## config.mk

```make
export PLATFORM = sky130hd
export DESIGN_NAME = reg_dest_pipe_flat
export DESIGN_NICKNAME = d
export VERILOG_FILES = /design/src/rtl/reg_dest_pkg.sv /design/src/rtl/reg_dest_pipe_if.sv /design/src/rtl/dest_sel.sv /design/src/rtl/reg_dest_pipe.sv /design/src/flat_wrapper.sv
export SDC_FILE = /design/constraint.sdc
export NUM_CORES = 1
export LEC_CHECK = 0
export CORE_ASPECT_RATIO = 2
export CORE_UTILIZATION = 44
export CTS_BUF_LIST = sky130_fd_sc_hd__clkbuf_8
export CTS_CLUSTER_DIAMETER = 100
export DETAILED_ROUTE_END_ITERATION = 10
export GPL_TIMING_DRIVEN = 0
export HOLD_SLACK_MARGIN = 0.15
export PLACE_DENSITY_LB_ADDON = 0.08
export SLEW_MARGIN = 0
export SYNTH_ARGS = -nofsm -noshare
export SYNTH_HDL_FRONTEND = slang
export SYNTH_HIERARCHICAL = 1
export SYNTH_SLANG_ARGS = --single-unit
```

## constraint.sdc

```tcl
create_clock -name clk -period 2.3 [get_ports clk]
set_clock_uncertainty 0.1 [all_clocks]
set_input_delay 0.69 -clock clk [delete_from_list [all_inputs] [get_ports clk]]
set_output_delay 0.69 -clock clk [all_outputs]
set_load 0.005 [all_outputs]
```

## src/rtl/reg_dest_pkg.sv

```systemverilog
// Shared types and constants for the destination-register pipeline.
//   rdst_e       : reg_dst field encodings
//   stage_t      : per-stage pipeline entry {valid, we, dest}
//   DEST_W_MAX   : storage width of stage_t.dest; ADDR_W must not exceed it
//   LINK_REG_DEFAULT : default link register index
package reg_dest_pkg;

  localparam int unsigned DEST_W_MAX       = 8;
  localparam int unsigned LINK_REG_DEFAULT = 31;

  typedef enum logic [1:0] {
    RDST_RT   = 2'b00,
    RDST_RD   = 2'b01,
    RDST_LINK = 2'b10,
    RDST_NONE = 2'b11
  } rdst_e;

  // dest is stored at the widest legal width and zero-extended on entry
  typedef struct packed {
    logic                  valid;
    logic                  we;
    logic [DEST_W_MAX-1:0] dest;
  } stage_t;

endpackage

```

## src/rtl/reg_dest_pipe_if.sv

```systemverilog
// Decode-side and write-back/hazard-side signals of reg_dest_pipe.
//   master : decode/hazard logic (drives instruction fields, stall/flush, queries)
//   slave  : reg_dest_pipe (returns write-back port and match/forward info)
interface reg_dest_pipe_if #(
  parameter int unsigned ADDR_W = 5,
  parameter int unsigned STAGES = 3
);

  logic              in_valid;
  logic [ADDR_W-1:0] rt;
  logic [ADDR_W-1:0] rd;
  logic [1:0]        reg_dst;
  logic              reg_write;
  logic              stall;
  logic              flush;
  logic [ADDR_W-1:0] rs_q;
  logic [ADDR_W-1:0] rt_q;

  logic [ADDR_W-1:0] wb_dest;
  logic              wb_we;
  logic [STAGES-1:0] hit_rs;
  logic [STAGES-1:0] hit_rt;
  logic [2:0]        fwd_rs;
  logic [2:0]        fwd_rt;

  modport master (
    output in_valid, rt, rd, reg_dst, reg_write, stall, flush, rs_q, rt_q,
    input  wb_dest, wb_we, hit_rs, hit_rt, fwd_rs, fwd_rt
  );

  modport slave (
    input  in_valid, rt, rd, reg_dst, reg_write, stall, flush, rs_q, rt_q,
    output wb_dest, wb_we, hit_rs, hit_rt, fwd_rs, fwd_rt
  );

endinterface

```

## src/rtl/dest_sel.sv

```systemverilog
// Combinational write-back destination select.
//   rt_i, rd_i   : instruction register fields
//   reg_dst_i    : rt / rd / link / none
//   reg_write_i  : instruction writes the register file
//   in_valid_i   : decode slot holds a real instruction
//   dest_o       : selected destination (0 for "none")
//   we_o         : effective write enable; never set for r0
module dest_sel
  import reg_dest_pkg::*;
#(
  parameter int unsigned ADDR_W   = 5,
  parameter int unsigned LINK_REG = LINK_REG_DEFAULT
) (
  input  logic [ADDR_W-1:0] rt_i,
  input  logic [ADDR_W-1:0] rd_i,
  input  rdst_e             reg_dst_i,
  input  logic              reg_write_i,
  input  logic              in_valid_i,
  output logic [ADDR_W-1:0] dest_o,
  output logic              we_o
);

  // "none" maps to r0, so the r0 guard also suppresses its write
  always_comb begin
    dest_o = '0;
    we_o   = 1'b0;
    case (reg_dst_i)
      RDST_RT:   dest_o = rt_i;
      RDST_RD:   dest_o = rd_i;
      RDST_LINK: dest_o = ADDR_W'(LINK_REG);
      default:   dest_o = '0;
    endcase
    we_o = reg_write_i && in_valid_i && (reg_dst_i != RDST_NONE) && (dest_o != '0);
  end

endmodule

```

## src/rtl/reg_dest_pipe.sv

```systemverilog
// Destination-register pipeline between decode and register-file write port.
//   clk, rst_n : clock, asynchronous active-low reset
//   bus        : reg_dest_pipe_if.slave
//     in_valid/rt/rd/reg_dst/reg_write : decode slot
//     stall/flush                      : pipeline control (flush wins)
//     rs_q/rt_q                        : hazard source queries
//     wb_dest/wb_we                    : oldest stage, drives write-back
//     hit_rs/hit_rt                    : per-stage producer match flags
//     fwd_rs/fwd_rt                    : youngest matching stage index
module reg_dest_pipe
  import reg_dest_pkg::*;
#(
  parameter int unsigned ADDR_W       = 5,
  parameter int unsigned STAGES       = 3,
  parameter int unsigned LINK_REG     = LINK_REG_DEFAULT,
  parameter int unsigned FLUSH_STAGES = 1
) (
  input logic            clk,
  input logic            rst_n,
  reg_dest_pipe_if.slave bus
);

  localparam int unsigned LAST = STAGES - 1;

  logic [ADDR_W-1:0] sel_dest;
  logic              sel_we;
  stage_t            entry_in;
  logic              flush_eff;

  stage_t stage_q [STAGES];
  stage_t stage_d [STAGES];

  logic [STAGES-1:0] hit_rs;
  logic [STAGES-1:0] hit_rt;
  logic [2:0]        fwd_rs;
  logic [2:0]        fwd_rt;

  dest_sel #(
    .ADDR_W   (ADDR_W),
    .LINK_REG (LINK_REG)
  ) u_dest_sel (
    .rt_i        (bus.rt),
    .rd_i        (bus.rd),
    .reg_dst_i   (rdst_e'(bus.reg_dst)),
    .reg_write_i (bus.reg_write),
    .in_valid_i  (bus.in_valid),
    .dest_o      (sel_dest),
    .we_o        (sel_we)
  );

  assign entry_in  = '{valid: bus.in_valid, we: sel_we, dest: DEST_W_MAX'(sel_dest)};
  // with FLUSH_STAGES=0 a flush request is simply ignored
  assign flush_eff = bus.flush && (FLUSH_STAGES != 0);

  // Next state: shift on a normal cycle or flush; flush invalidates the
  // FLUSH_STAGES youngest post-shift entries and overrides stall.
  always_comb begin
    for (int unsigned i = 0; i < STAGES; i++) begin
      stage_d[i] = stage_q[i];
    end
    if (flush_eff || !bus.stall) begin
      stage_d[0] = flush_eff ? stage_t'('0) : entry_in;
      for (int unsigned i = 1; i < STAGES; i++) begin
        stage_d[i] = (flush_eff && (i < FLUSH_STAGES)) ? stage_t'('0) : stage_q[i-1];
      end
    end
  end

  // Pipeline registers
  always_ff @(posedge clk or negedge rst_n) begin
    if (!rst_n) begin
      for (int unsigned i = 0; i < STAGES; i++) begin
        stage_q[i] <= '0;
      end
    end else begin
      for (int unsigned i = 0; i < STAGES; i++) begin
        stage_q[i] <= stage_d[i];
      end
    end
  end

  // Per-stage producer match; r0 is never a real dependency
  always_comb begin
    hit_rs = '0;
    hit_rt = '0;
    for (int unsigned i = 0; i < STAGES; i++) begin
      hit_rs[i] = stage_q[i].valid && stage_q[i].we &&
                  (stage_q[i].dest == DEST_W_MAX'(bus.rs_q)) && (bus.rs_q != '0);
      hit_rt[i] = stage_q[i].valid && stage_q[i].we &&
                  (stage_q[i].dest == DEST_W_MAX'(bus.rt_q)) && (bus.rt_q != '0);
    end
  end

  // Youngest producer wins: scan oldest to youngest so the lowest index sticks
  always_comb begin
    fwd_rs = '0;
    fwd_rt = '0;
    for (int i = int'(STAGES) - 1; i >= 0; i--) begin
      if (hit_rs[i]) fwd_rs = 3'(i);
      if (hit_rt[i]) fwd_rt = 3'(i);
    end
  end

  assign bus.wb_dest = ADDR_W'(stage_q[LAST].dest);
  assign bus.wb_we   = stage_q[LAST].valid && stage_q[LAST].we;
  assign bus.hit_rs  = hit_rs;
  assign bus.hit_rt  = hit_rt;
  assign bus.fwd_rs  = fwd_rs;
  assign bus.fwd_rt  = fwd_rt;

endmodule

```

## src/flat_wrapper.sv

```systemverilog
// flat-port wrapper written by rule: the top's interface ports become plain ports
module reg_dest_pipe_flat import reg_dest_pkg::*;
#(
  parameter int unsigned ADDR_W       = 5,
  parameter int unsigned STAGES       = 3,
  parameter int unsigned LINK_REG     = LINK_REG_DEFAULT,
  parameter int unsigned FLUSH_STAGES = 1
)
  (clk, rst_n, bus_in_valid, bus_rt, bus_rd, bus_reg_dst, bus_reg_write, bus_stall, bus_flush, bus_rs_q, bus_rt_q, bus_wb_dest, bus_wb_we, bus_hit_rs, bus_hit_rt, bus_fwd_rs, bus_fwd_rt);
  reg_dest_pipe_if #(.ADDR_W(ADDR_W), .STAGES(STAGES)) bus_i ();
  input logic clk;
  input logic rst_n;
  input wire logic [$bits(bus_i.in_valid)-1:0] bus_in_valid;
  input wire logic [$bits(bus_i.rt)-1:0] bus_rt;
  input wire logic [$bits(bus_i.rd)-1:0] bus_rd;
  input wire logic [$bits(bus_i.reg_dst)-1:0] bus_reg_dst;
  input wire logic [$bits(bus_i.reg_write)-1:0] bus_reg_write;
  input wire logic [$bits(bus_i.stall)-1:0] bus_stall;
  input wire logic [$bits(bus_i.flush)-1:0] bus_flush;
  input wire logic [$bits(bus_i.rs_q)-1:0] bus_rs_q;
  input wire logic [$bits(bus_i.rt_q)-1:0] bus_rt_q;
  output wire logic [$bits(bus_i.wb_dest)-1:0] bus_wb_dest;
  output wire logic [$bits(bus_i.wb_we)-1:0] bus_wb_we;
  output wire logic [$bits(bus_i.hit_rs)-1:0] bus_hit_rs;
  output wire logic [$bits(bus_i.hit_rt)-1:0] bus_hit_rt;
  output wire logic [$bits(bus_i.fwd_rs)-1:0] bus_fwd_rs;
  output wire logic [$bits(bus_i.fwd_rt)-1:0] bus_fwd_rt;
  assign bus_i.in_valid = bus_in_valid;
  assign bus_i.rt = bus_rt;
  assign bus_i.rd = bus_rd;
  assign bus_i.reg_dst = bus_reg_dst;
  assign bus_i.reg_write = bus_reg_write;
  assign bus_i.stall = bus_stall;
  assign bus_i.flush = bus_flush;
  assign bus_i.rs_q = bus_rs_q;
  assign bus_i.rt_q = bus_rt_q;
  assign bus_wb_dest = bus_i.wb_dest;
  assign bus_wb_we = bus_i.wb_we;
  assign bus_hit_rs = bus_i.hit_rs;
  assign bus_hit_rt = bus_i.hit_rt;
  assign bus_fwd_rs = bus_i.fwd_rs;
  assign bus_fwd_rt = bus_i.fwd_rt;
  reg_dest_pipe #(.ADDR_W(ADDR_W), .STAGES(STAGES), .LINK_REG(LINK_REG), .FLUSH_STAGES(FLUSH_STAGES)) u_core (.clk(clk), .rst_n(rst_n), .bus(bus_i));
endmodule
```

# Word level (Yosys, flattened, before mapping)
# Index checks and enable logic that the tools add are counted.
dict set report word_totals {
  word_cells 50
  out_inout_bits 18
  input_bits 28
  reg_bits 30
}
dict set report classes {
  muxes 8
  eq_ne 9
  n_reduce_logical 24
}
# operator n
set ops {}
lappend ops {{$eq A8 B5 Y1} 6}
lappend ops {{$logic_and A1 B1 Y1} 18}
lappend ops {{$pmux W5 S3} 1}
lappend ops {{$reduce_bool A5 Y1} 3}
lappend ops {{$mux W10} 1}
lappend ops {{$mux W2} 4}
lappend ops {{$mux W3} 2}
lappend ops {{$eq A2 B1 Y1 const B} 1}
lappend ops {{$eq A2 B2 Y1 const B} 1}
lappend ops {{$logic_not A2 Y1} 1}
lappend ops {{$ne A2 B2 Y1 const B} 1}
lappend ops {{$logic_not A1 Y1} 1}
lappend ops {{$logic_or A1 B1 Y1} 1}

# Logic depth before layout (Yosys ltp)
dict set report depth {
  word_depth 6
  depth_mapped 6
}

# Hierarchy
# The synthesis kept the hierarchy.
# module n_inst seq_area_each_um2 area_each_um2 cells_per_inst
set modules_own_cells {}
lappend modules_own_cells {reg_dest_pipe 1 525.5 1320.0 121}
lappend modules_own_cells {dest_sel 1 0.0 165.2 20}

# Worst setup path after synthesis
# No wires, ideal clock.
dict set report synth_timing {
  kind {input port to output port}
  start {in bus_rt_q[1]}
  end {out bus_fwd_rt[1]}
  cell_stages 4
  n_path_buf 0
  arrival_ns 1.660
  slack_ns -0.150
  path_cell_list {or4_4 -> nor2_4 -> and4b_4 -> nor3b_1}
}
dict set report synth_between {
  elab_chain_len 6
  word_cells_on_any_way 13
}
# item line_no
set synth_rtl {}
lappend synth_rtl {{from (decl)} flat_wrapper.sv:21} ;# input wire logic [$bits(bus_i.rt_q)-1:0] bus_rt_q;
lappend synth_rtl {{$eq A8 B5 Y1} reg_dest_pipe.sv:90} ;# (stage_q[i].dest == DEST_W_MAX'(bus.rt_q)) && (bus.rt_q != '0);
lappend synth_rtl {{$logic_and A1 B1 Y1} reg_dest_pipe.sv:89} ;# hit_rt[i] = stage_q[i].valid && stage_q[i].we &&
lappend synth_rtl {{$logic_and A1 B1 Y1 *} reg_dest_pipe.sv:90}
lappend synth_rtl {{net bus_hit_rt[2]} flat_wrapper.sv:25} ;# output wire logic [$bits(bus_i.hit_rt)-1:0] bus_hit_rt;
lappend synth_rtl {{$mux W2 * (3 in a row)} reg_dest_pipe.sv:100} ;# if (hit_rt[i]) fwd_rt = 3'(i);
lappend synth_rtl {{to (decl)} flat_wrapper.sv:27} ;# output wire logic [$bits(bus_i.fwd_rt)-1:0] bus_fwd_rt;
# Mark *: on every way through the listed nets, which the timed path passes. The rest lies on a longest branch.

# Worst setup path after layout
dict set report layout_timing {
  start {in bus_rt_q[3]}
  end {out bus_fwd_rt[1]}
}
dict set report layout_between {
  elab_chain_len 6
  word_cells_on_any_way 13
}
# item line_no
set layout_rtl {}
lappend layout_rtl {{$eq A8 B5 Y1} reg_dest_pipe.sv:90}
lappend layout_rtl {{$logic_and A1 B1 Y1} reg_dest_pipe.sv:89}
lappend layout_rtl {{$logic_and A1 B1 Y1} reg_dest_pipe.sv:90}
lappend layout_rtl {{$mux W2 (2 in a row)} reg_dest_pipe.sv:100}
lappend layout_rtl {{$mux W2 *} reg_dest_pipe.sv:100}
# Mark *: on every way between the ends. The rest lies on a longest branch, timed or not.

==> run summary <==
kind of start point of the critical path - input pin
clock latency on the worst-skew pair - 260 ps
overall via count from detail_route - 1231
worst voltage drop across the vdd grid - 0.350 mV
proportion of layout cells with a drive suffix above 1 - 41.8%
run status - finished with violations
Hold Path Class - reg -> reg
arrival time at the worst endpoint - 1940 ps
Final Util - 65.5%
fraction of the mapped netlist area in compound gates - 8.85%
pin count of the biggest net entering global routing - 22
Worst setup endpoint - bus_fwd_rt[1]
antenna violations before repair - 0
leakage component of the power - 0.000974 uW
number of violations of the max-capacitance limit - 0
detailed-route DRC error count - 0
Slowest Stage Delay on Critical Path - 540 ps
Synth-to-Final Area Change - 40.9%
register clock-pin slew on the reported worst setup and hold paths - 70 ps
residual antenna-violating net count after detailed routing - 0
number of placement rows - 29
Placer Congestion - 0.829
height of the die - 84.2 um
count of H-tree levels built during CTS - 1
Max Buffers Root-to-Sink - 2
critical path type - in -> out
post-route minimum period - 2730 ps
Worst Tran Pin Value - 927 ps
I/O pins - 46
DRT Wirelength - 3680 um
leading cell types in the layout, fill and taps excluded - sky130_fd_sc_hd__xnor2_1 (21), sky130_fd_sc_hd__dfrtp_1 (21), sky130_fd_sc_hd__clkdlybuf4s50_1 (19), sky130_fd_sc_hd__buf_4 (14), sky130_fd_sc_hd__mux2_2 (13)
Critical R2R Launch - u_core/bus.wb_dest[0]
CTS root buffer - sky130_fd_sc_hd__clkbuf_8
clock network power share - 25.2%
max_slew headroom - 38.0%
critical path, cell by cell - buf_8 -> or4_4 -> nor2_4 -> and4b_4 -> nor3b_2 -> buf_2
global-route wire length before repair - 6100 um
WP depth - 6
Crit. End Element - output port
mapped cell area - 1490 um2
Synth Area in XOR/XNOR - 15.3%
ratio of total power to cell area - 442 nW/um2
final-report hold violation count - 0
average wire per cell in the routed design - 16.4 um
TritonCTS Buffers - 3
path depth of the worst reg2reg path - 1
Synth Register Bits - 21
total gr overflow - 0
violated checks - setup timing
cell family contributing the most delay on the critical path - simple AND/OR/NAND/NOR gates
worst-path fanout max - 3
proportion of synthesized chip area in sequential cells - 35.4%
post-synthesis simple-gate area fraction - 18.0%
HPWL after DPL - 2900 um
Total GRT Usage - 21.8%
cell type of the slowest stage on the worst timing path - sky130_fd_sc_hd__or4_4
fillers - 282
total of buffers placed on input and output ports - 40
Hold Slack - 416 ps
horizontal die dimension - 43.1 um
Synth Area in Adders - 0%
Critical Path Source - bus_rt_q[3]
net switching component of the power - 253 uW
number of setup violations in the final report - 10
length of the first detailed-routing pass in iterations - 3
warnings from Yosys - 6
Register-to-Register Setup Slack - 1340 ps
count of distinct cell types in the synthesized netlist - 34
CTS tree - built
combinational power share - 27.5%
portion of total power attributed to sequential cells - 47.2%
die outline area - 3630 um2
number of buffers and inverters on the critical path - 2
Crit Reg-Reg Endpoint - u_core/bus.wb_dest[0]
instance count of the mapped netlist - 141
number of nets in the layout - 223
upper clock frequency limit - 367 MHz
PnR Total Power - 924 uW
vias in the first global route - 1370
average size of a mapped cell - 10.5 um2
Final Max Tran Viols - 0
setup repair after global routing missed its margin - true
Post-Route Setup TNS - -3210 ps
largest family of logic cells by synthesized area - simple AND/OR/NAND/NOR gates
final cycle utilization of the critical path - 119%
share of synthesized area spent on multiplexers - 15.3%
least setup slack across all paths after layout - -428 ps
Initial Utilization - 46.5%
Core Footprint - 3190 um2
required time of the critical path - 1510 ps
post-DR vias/cell - 5.47
clock tree sinks - 21
switching fraction of total power - 27.4%
cell-internal power - 671 uW
n_diodes - 0
DRC marker count from the first detailed-route iteration - 23
-- metal layers --
metal	track usage [%]	wire length [um]
met5	0	0
met4	10.2	116
met3	1.51	161
met2	43.7	2260
met1	20.3	1140
-- cells in the mapped netlist (all sizes together) --
library cell | count | area, um2
xnor2 | 22 | 193
dfrtp | 21 | 526
mux2 | 14 | 158
nor2 | 12 | 60.1
buf | 11 | 78.8
mux2i | 7 | 70.1
inv | 5 | 18.8
nand3 | 5 | 25.0
nand4 | 4 | 25.0
nor2b | 4 | 32.5
nor3 | 4 | 20.0
o21ba | 4 | 40.0
xor2 | 4 | 35.0
a2111oi | 2 | 20.0
a21o | 2 | 16.3
a221oi | 2 | 17.5
and3b | 2 | 20.0
and4b | 2 | 27.5
nand2 | 2 | 7.51
nor3b | 2 | 15.0
o221a | 2 | 22.5
or2 | 2 | 12.5
or4 | 2 | 22.5
a2bb2oi | 1 | 8.76
a31oi | 1 | 6.26
clkbuf | 1 | 3.75
conb | 1 | 3.75
-- registers in the layout (all words and copies together), names as in the netlist --
register            count
u_core/stage_q         16
u_core/bus.wb_dest      5
-- logic make-up after synthesis --
logic type,count (synthesis)
flip-flops,21
buffers and inverters,17
multiplexers,21
other,1
AND/OR/NAND/NOR,41
XOR/XNOR,26
AO/OA/AOI/OAI,14
-- repair_timing --
item	CTS	global route
hold buffers	0	0
gates cloned	0	0
pin swaps	10	7
endpoints found under the setup margin	10	11
setup buffers	6	2
resized for setup	97	14
-- power groups by stage --
stage / Sequential, uW / Clock, uW / Combinational [uW]
finish: 436 / 233 / 254
detailed placement: 443 / 0 / 243
global placement: 442 / 0 / 233
CTS: 436 / 239 / 250
global route: 439 / 250 / 276
floorplan: 428 / 0 / 144
-- how the worst min path moves through the flow --
stage	start	end	slack, ps	depth (start not counted)
2_1_floorplan	rst_n	u_core/bus.wb_dest[0]	290	0
3_3_place_gp	u_core/stage_q[9]	u_core/stage_q[9]	390	1
3_5_place_dp	u_core/stage_q[8]	u_core/stage_q[8]	400	1
4_1_cts	u_core/stage_q[8]	u_core/stage_q[8]	420	1
5_1_grt	u_core/stage_q[8]	u_core/stage_q[8]	430	1
6_report	u_core/stage_q[8]	u_core/stage_q[8]	420	1
-- layout make-up --
| type | count | area, um2 | share of cell area [%] |
|---|---|---|---|
| timing repair buffer | 48 | 442 | 21.1 |
| clock buffer | 3 | 41.3 | 1.97 |
| multi-input combinational | 104 | 940 | 44.9 |
| clock inverter | 1 | 3.75 | 0.179 |
| sequential | 21 | 526 | 25.1 |
| inverter | 5 | 18.8 | 0.897 |
| buffer | 12 | 82.6 | 3.95 |
| tap | 31 | 38.8 | 1.85 |
-- stage by stage --
stage                     setup WS [ps]  instances  area [um2]
after floorplan                    -150        142        1490
after global placement            -1190        213        1930
after detailed placement          -1190        213        1930
after CTS                          -440        223        2040
after global routing               -463        225        2090
final                              -428        225        2090
(Power assumes the default switching activity.)
==> RTL edit, RTL diff (same flow settings) <==
`STAGES` is set to 3 in 3 places; all go to 5.
--- a/src/rtl/reg_dest_pipe_if.sv
+++ b/src/rtl/reg_dest_pipe_if.sv
@@ -3,7 +3,7 @@
 //   slave  : reg_dest_pipe (returns write-back port and match/forward info)
 interface reg_dest_pipe_if #(
   parameter int unsigned ADDR_W = 5,
-  parameter int unsigned STAGES = 3
+  parameter int unsigned STAGES = 5
 );
 
   logic              in_valid;
--- a/src/rtl/reg_dest_pipe.sv
+++ b/src/rtl/reg_dest_pipe.sv
@@ -11,7 +11,7 @@
   import reg_dest_pkg::*;
 #(
   parameter int unsigned ADDR_W       = 5,
-  parameter int unsigned STAGES       = 3,
+  parameter int unsigned STAGES       = 5,
   parameter int unsigned LINK_REG     = LINK_REG_DEFAULT,
   parameter int unsigned FLUSH_STAGES = 1
 ) (
--- a/src/flat_wrapper.sv
+++ b/src/flat_wrapper.sv
@@ -2,7 +2,7 @@
 module reg_dest_pipe_flat import reg_dest_pkg::*;
 #(
   parameter int unsigned ADDR_W       = 5,
-  parameter int unsigned STAGES       = 3,
+  parameter int unsigned STAGES       = 5,
   parameter int unsigned LINK_REG     = LINK_REG_DEFAULT,
   parameter int unsigned FLUSH_STAGES = 1
 )
Interface: changed (resized bus_hit_rs and bus_hit_rt); port bits go from 46 to 50. The function was not compared with the original's and may differ.
==> RTL edit against the unedited design <==
Routed wire length grew 60%; area after synthesis grew 55%; critical path depth grew 2; worst hold slack lost 38 ps; count of clock-buffer cells in the layout grew 3; largest power group unchanged; cell area grew 51%; fmax shrank 7.0%; worst setup slack lost 210 ps; register-to-register slack lost 20 ps; largest cell class unchanged; total power grew 87%; sequential cell count grew 14; the run still ends with negative setup slack left.
==> RTL edit: results (changes against the unedited design) <==
Final WS setup: -633 ps (was -428 ps)
Initial DRC count: 16 (was 23)
Setup crit start: bus_rs_q[2] (was bus_rt_q[3])
Place WS: -994 ps (was -1190 ps)
Data arrival, critical path: 2140 ps (was 1940 ps)
Area contributors post-synth: dfrtp_1, xnor2_1, mux2_2 (unchanged)
Critical Path Sink: bus_fwd_rs[2] (was bus_fwd_rt[1])
Sequential area share after synthesis: 38.1% (was 35.4%)
CTS Buf Count: 5 (was 3)
Status: complete, but fails checks (unchanged)
Failing checks: negative setup slack (unchanged)
Hold crit path type: input port to asynchronous set/reset pin (was flop to flop)
Leakage: 1.41 nW (was 0.974 nW)
Share of cells above drive strength 1: 41.2% (was 41.8%)
Final setup viols: 16 (was 10)
HPWL Detailed: 4300 um (was 2900 um)
R2R Path End: u_core/stage_q[12]$_DFFE_PN0P_ (was u_core/bus.wb_dest[0]$_DFFE_PN0P_)
Cell variety after synth: 36 (was 34)
Fill cell count: 397 (was 282)
Routability Congestion: 0.793 (was 0.829)
Worst-Margin Slew: 790 ps (was 927 ps)
Vias per inst: 5.46 (was 5.47)
Post-synth top cells: xnor2_1, dfrtp_1, mux2_2 (unchanged)
H-tree levels: 2 (was 1)
Total track usage: 23.6% (was 21.8%)
TNS Setup: -7250 ps (was -3210 ps)
[RTL edit: logic make-up (layout without fill, tap and decap cells)]
| kind of cell | after synthesis | count (layout) | share of synthesized area [%] |
|---|---|---|---|
| simple gates | 56 | 56 | 15.4 |
| xor+xnor | 46 | 46 | 17.5 |
| flops | 35 | 35 | 38.1 |
| mux | 33 | 33 | 15.8 |
| buf+inv | 28 | 84 | 7.02 |
| compound gates | 18 | 18 | 6.15 |
[RTL edit: power breakdown]
| part | internal, mW | total [mW] | switching (mW) |
|---|---|---|---|
| logic | 0.236 | 0.407 | 0.171 |
| clock network | 0.351 | 0.575 | 0.225 |
| registers | 0.670 | 0.743 | 0.0737 |
[RTL edit: critical path: cells and delay by family]
family        cells  cell delay, ps
simple gates      4             970
buf+inv           4             460
[RTL edit: area by class of cell]
cell class	instances	area share, %
inverter	7	0.913
clock buffer	6	2.62
multi-input combinational	153	46.1
tap	57	2.26
timing repair buffer	48	12.9
buffer	21	6.27
clock inverter	2	1.11
sequential	35	27.8
[RTL edit: metrics by stage]
| step | cell area (um^2) | cells |
|---|---|---|
| floorplan | 2340 | 216 |
| global placement | 2770 | 309 |
| detailed placement | 2760 | 309 |
| CTS | 3080 | 329 |
| global route | 3150 | 329 |
| finish | 3150 | 329 |
[RTL edit: timing repair]
item,in CTS,in global routing
setup buffers,12,0
hold endpoints to repair,0,0
hold buffers,0,0
resized for setup,81,15
endpoints found under the setup margin,17,17
pin swaps,22,4
[RTL edit: metal layers]
metal	vias to the layer above	share of wire [%]	track usage [%]
met2	67	57	43.1
met5	-	0	0
met1	852	33	22.1
li1	853	-	-
met3	24	3.6	3.36
met4	0	6.0	16.4
